File: config.mk
export PLATFORM = sky130hd
export DESIGN_NAME = lfsr_gen_flat
export DESIGN_NICKNAME = d
export VERILOG_FILES = /design/src/rtl/lfsr_gen_if.sv /design/src/rtl/lfsr_gen.sv /design/src/flat_wrapper.sv
export SDC_FILE = /design/constraint.sdc
export NUM_CORES = 1
export LEC_CHECK = 0
export CAP_MARGIN = 40
export CORE_ASPECT_RATIO = 1.1
export CORE_MARGIN = 10
export CORE_UTILIZATION = 55
export CTS_CLUSTER_SIZE = 10
export DETAILED_ROUTE_END_ITERATION = 12
export MAX_ROUTING_LAYER = met4
export PLACE_DENSITY = 0.86
export SETUP_SLACK_MARGIN = 0.5
export SYNTH_ARGS = -nofsm -noshare
export SYNTH_HDL_FRONTEND = slang
export SYNTH_SLANG_ARGS = --single-unit
File: constraint.sdc
create_clock -name clk_in -period 5.25 [get_ports clk_in]
set_clock_uncertainty 0.2 [all_clocks]
set_input_delay 1.575 -clock clk_in [delete_from_list [all_inputs] [get_ports clk_in]]
set_output_delay 1.575 -clock clk_in [all_outputs]
set_load 0.05 [all_outputs]
File: src/rtl/lfsr_gen_if.sv
// Handshake bundle between the LFSR generator and its controller/consumer.
// The generator drives q_out/valid_out plus status pulses. A seed load is taken in
// any cycle it is high. A word is consumed on an edge with valid_out=1, ready_in=1
// and no seed load.
interface lfsr_gen_if #(
   parameter int WIDTH = 16,
   parameter int CNT_W = 32
);
   logic [WIDTH-1:0] seed_in;
   logic             seed_load_in;
   logic             ready_in;
   logic [WIDTH-1:0] q_out;
   logic             valid_out;
   logic             wrap_out;
   logic             lock_err_out;
   logic [CNT_W-1:0] adv_cnt_out;
   logic             state_dbg;

   modport master (
      input  seed_in, seed_load_in, ready_in,
      output q_out, valid_out, wrap_out, lock_err_out, adv_cnt_out, state_dbg
   );

   modport slave (
      output seed_in, seed_load_in, ready_in,
      input  q_out, valid_out, wrap_out, lock_err_out, adv_cnt_out, state_dbg
   );
endinterface

File: src/rtl/lfsr_gen.sv
// Galois LFSR generator with seed load and valid/ready output handshake.
// Each accepted word advances the state STEPS single-bit shifts in one clock.
module lfsr_gen #(
   parameter int               WIDTH    = 16,
   parameter logic [WIDTH-1:0] POLY     = WIDTH'(16'h8005),
   parameter int               STEPS    = 1,
   parameter logic [WIDTH-1:0] SEED_RST = WIDTH'(1),
   parameter int               CNT_W    = 32
) (
   input  logic        clk_in,
   input  logic        rst_in,
   lfsr_gen_if.master  bus
);
   typedef enum logic {IDLE = 1'b0, RUN = 1'b1} state_t;

   state_t           state_q, state_d;
   logic [WIDTH-1:0] q_q, seed_q, q_next, seed_fix;
   logic [CNT_W-1:0] cnt_q;
   logic             wrap_q, lock_q, advance;

   function automatic logic [WIDTH-1:0] lfsr_step(input logic [WIDTH-1:0] s);
      logic [WIDTH-1:0] r;
      r = s;
      for (int i = 0; i < STEPS; i++) begin
         r = {r[WIDTH-2:0], 1'b0} ^ (r[WIDTH-1] ? POLY : '0);
      end
      return r;
   endfunction

   assign q_next   = lfsr_step(q_q);
   // An all-zero seed would lock the register, so it is replaced.
   assign seed_fix = (bus.seed_in == '0) ? SEED_RST : bus.seed_in;
   assign advance  = (state_q == RUN) && bus.ready_in && !bus.seed_load_in;

   always_ff @(posedge clk_in or posedge rst_in) begin
      if (rst_in) state_q <= IDLE;
      else        state_q <= state_d;
   end

   always_comb begin
      state_d = state_q;
      if (bus.seed_load_in)   state_d = IDLE;
      else if (state_q == IDLE) state_d = RUN;
   end

   always_ff @(posedge clk_in or posedge rst_in) begin
      if (rst_in) begin
         q_q    <= SEED_RST;
         seed_q <= SEED_RST;
         cnt_q  <= '0;
         wrap_q <= 1'b0;
         lock_q <= 1'b0;
      end else if (bus.seed_load_in) begin
         q_q    <= seed_fix;
         seed_q <= seed_fix;
         cnt_q  <= '0;
         wrap_q <= 1'b0;
         lock_q <= (bus.seed_in == '0);
      end else if (advance) begin
         q_q    <= q_next;
         cnt_q  <= cnt_q + CNT_W'(1);
         wrap_q <= (q_next == seed_q);
         lock_q <= 1'b0;
      end else begin
         wrap_q <= 1'b0;
         lock_q <= 1'b0;
      end
   end

   assign bus.q_out        = q_q;
   assign bus.valid_out    = (state_q == RUN);
   assign bus.wrap_out     = wrap_q;
   assign bus.lock_err_out = lock_q;
   assign bus.adv_cnt_out  = cnt_q;
   assign bus.state_dbg    = state_q;
endmodule

File: src/flat_wrapper.sv
// flat-port wrapper written by rule: the top's interface ports become plain ports
module lfsr_gen_flat 
#(
   parameter int               WIDTH    = 16,
   parameter logic [WIDTH-1:0] POLY     = WIDTH'(16'h8005),
   parameter int               STEPS    = 1,
   parameter logic [WIDTH-1:0] SEED_RST = WIDTH'(1),
   parameter int               CNT_W    = 32
)
  (clk_in, rst_in, bus_seed_in, bus_seed_load_in, bus_ready_in, bus_q_out, bus_valid_out, bus_wrap_out, bus_lock_err_out, bus_adv_cnt_out, bus_state_dbg);
  lfsr_gen_if #(.WIDTH(WIDTH), .CNT_W(CNT_W)) bus_i ();
  input  logic clk_in;
  input  logic rst_in;
  input wire logic [$bits(bus_i.seed_in)-1:0] bus_seed_in;
  input wire logic [$bits(bus_i.seed_load_in)-1:0] bus_seed_load_in;
  input wire logic [$bits(bus_i.ready_in)-1:0] bus_ready_in;
  output wire logic [$bits(bus_i.q_out)-1:0] bus_q_out;
  output wire logic [$bits(bus_i.valid_out)-1:0] bus_valid_out;
  output wire logic [$bits(bus_i.wrap_out)-1:0] bus_wrap_out;
  output wire logic [$bits(bus_i.lock_err_out)-1:0] bus_lock_err_out;
  output wire logic [$bits(bus_i.adv_cnt_out)-1:0] bus_adv_cnt_out;
  output wire logic [$bits(bus_i.state_dbg)-1:0] bus_state_dbg;
  assign bus_i.seed_in = bus_seed_in;
  assign bus_i.seed_load_in = bus_seed_load_in;
  assign bus_i.ready_in = bus_ready_in;
  assign bus_q_out = bus_i.q_out;
  assign bus_valid_out = bus_i.valid_out;
  assign bus_wrap_out = bus_i.wrap_out;
  assign bus_lock_err_out = bus_i.lock_err_out;
  assign bus_adv_cnt_out = bus_i.adv_cnt_out;
  assign bus_state_dbg = bus_i.state_dbg;
  lfsr_gen #(.WIDTH(WIDTH), .POLY(POLY), .STEPS(STEPS), .SEED_RST(SEED_RST), .CNT_W(CNT_W)) u_core (.clk_in(clk_in), .rst_in(rst_in), .bus(bus_i));
endmodule
==> impl_metrics.ini <==
[outcome]
status = complete, no violations

[layout]
final_cell_area_sq_mm = 0.00425
nets = 424
diodes = 0
final_cells = 485
nFillCells = 441
drive_gt1_frac = 0.0686
regArea_sq_mm = 0.00168
multi_input_area_sq_mm = 0.00148
area_growth_pct = 27.5

[floorplan]
die_x_um = 94.2
dieHeight_um = 102
die_area_sq_mm = 0.00958
core_area_sq_mm = 0.00584
ios = 72
start_util = 0.571
placementRows = 29

[logic_synthesis]
synth.largest_area_cell = dfrtp_1
synth_area_leaders = dfrtp_1 49%, xor2_1 5.3%, o21ai_0 5.1%
netlist.area_leader.share = 0.488
syn-num-nets = 360
syn_avg_cell_area_sq_um = 9.83
syn_area_sq_mm = 0.00333
syn_inst = 339
yosysWarnings = 0
synth_cell_types = 36
yosysSeqAreaShare = 0.504
ys_ff_latch = 67

[sta]
relSlewSlack = 0.420
min_period_ns = 3.54
setup_viol = 0
timing.final.max_slew_violations = 0
hold_violations = 0
clock.fmax_ghz = 0.283
grt_setup_unrepaired = false
worstMarginPinSlew_ns = 0.869
fin_tns_setup_ns = 0
finalCritPeriodShare = 0.673

[drt]
via_count = 2787
drt_iter0_markers = 129
wl_per_cell_um = 17.1
ant_nets = 0
via_per_inst = 5.75
routed_wl_um = 8270
drcViolationCount = 0
drtPass1Iterations = 5

[worst_setup_path]
cp_slowest_cell = clkdlybuf4s50_1
worstSetupPathDepth = 1
reg2regPathDepth = 4
crit_family = buffers and inverters
rrSetupSlack_ns = 2.96
endpoint_kind = primary output
crit_path_start_kind = flop
crit_buf_inv = 1
crit_required_ns = 3.48
cp_max_fo = 4
cpPeakStageDelay_ns = 0.84
setup.worst_path.class = flop to primary output
crit_arrival_ns = 1.76
crit_chain = clkdlybuf4s50_1

[global_routing]
grt_overflow = 0
grtUsageTotal = 0.184
grt-busiest-layer = met2
use_met2 = 0.295
grt_pass1_wl_um = 13600
antenna_found_initial = 0
use_met1 = 0.209
use_met3 = 0.0488
grt_max_degree = 52
first_global_vias = 2810

[min_path]
hold_class = flop to flop
whs_path_depth = 2

[clock_network]
post-cts-setup-buffer-count = 0
cts_max_level = 3
cts_sinks = 67
worst_setup_hold_path_clk_slew_ns = 0.07
root_buffer = clkbuf_8
clk_latency_ns = 0.35
cts_buffers = 9
ctsResizeCount = 0
hold_buffers = 0
clock_path_buffers = 2
cts_tree = built

[placed_design]
place_area_sq_mm = 0.00406
dp.cells = 469
gp_congestion = 0.818
io_buffer_count = 71
dp_hpwl_um = 5930

[power_and_ir_drop]
ir_drop_v = 0.000201
p_leak_uw = 0.00183
p_per_area_mw_per_mm2 = 278

[flow_run]
cap_violations = 0
-- cell usage in the layout (no fill, tap or decap), drive strengths merged --
cell type and count:
xor2 20, o31ai 8, clkinv 5, mux2 5, nand3 16, buf 5
nor2 21, or4b 2, clkdlybuf4s50 70, a21oi 17, a2111oi 1, ha 1
nor3b 1, nor3 1, dfstp 2, nand2 28, nand4 9, xnor2 10
dfrtp 65, o41ai 2, inv 18, bufinv 1, and3 3, and2 3
nor4 9, nor2b 5, clkbuf 10, mux2i 14, o21ai 34, and4 9
or4 8, or3 5
-- layout make-up --
cell class              instances  share of cell area
flip-flops and latches         67               0.395
multi-input cells             232               0.348
repair buffers                 75               0.173
clock buffers                  10              0.0324
well taps                      77              0.0227
inverters                      18              0.0159
clock inverters                 6              0.0130
-- cell usage after synthesis --
cell	n
nand4_4	1
o41ai_1	2
buf_4	2
inv_1	18
o31ai_1	8
nand2_1	27
mux2_1	3
buf_1	3
mux2_2	2
xor2_1	20
nor2b_1	5
nor2_1	21
or4b_1	2
dfstp_2	2
ha_1	1
buf_6	1
nor3_1	1
nand4_1	8
mux2i_1	14
nor4_1	9
a21oi_1	17
clkbuf_2	1
a2111oi_0	1
and3_1	3
buf_2	7
clkbuf_1	8
o21ai_0	34
nand3_1	16
nand2_2	1
xnor2_1	10
and2_1	3
nor3b_1	1
or4_1	8
and4_1	9
dfrtp_1	65
or3_1	5
-- flip-flops by register name, summed over array words and instances (netlist names) --
signal,flops
u_core.bus.adv_cnt_out,32
u_core.bus.lock_err_out,1
u_core.bus.q_out,16
u_core.bus.state_dbg,1
u_core.bus.wrap_out,1
u_core.seed_q,16
-- final timing paths --
kind,end,start
worst min register to register,u_core.seed_q[0],u_core.seed_q[0]
worst max register to register,u_core.bus.adv_cnt_out[27],u_core.bus.adv_cnt_out[3]
min in group asynchronous,u_core.bus.adv_cnt_out[26],rst_in
worst max-delay path,bus_q_out[0],u_core.bus.q_out[0]
worst min-delay path,u_core.seed_q[0],u_core.seed_q[0]
max in group asynchronous,u_core.seed_q[0],rst_in
-- per-stage QoR --
stage                util  setup slack, ns  hold WS [ns]  power, uW
floorplan               -             1.80         0.286        697
global placement    0.695             1.59         0.296        764
detailed placement  0.695             1.46         0.317        769
CTS                 0.728             1.68         0.329       1190
global route        0.728             1.63         0.352       1230
finish              0.728             1.71         0.330       1180
-- layer usage --
| layer | up-vias | share of wire | wire length, um |
|---|---|---|---|
| met5 | - | 0 | 0 |
| met3 | 15 | 0.065 | 534 |
| met2 | 93 | 0.51 | 4190 |
| met1 | 1357 | 0.40 | 3340 |
| li1 | 1322 | - | - |
| met4 | 0 | 0.025 | 206 |
-- kinds of logic after synthesis --
group | Yosys count | share of synthesized area
compound gates | 62 | 0.102
xor+xnor | 30 | 0.0788
fa+ha+maj | 1 | 0.00375
buf+inv | 40 | 0.0525
flops | 67 | 0.504
mux | 19 | 0.0589
simple gates | 120 | 0.200
-- where the power goes --
group,internal (uW),total [uW],switching (uW)
Combinational,70.4,187,116
Sequential,543,571,28.6
Clock,228,425,197
Power figures use the tool's default switching activity.
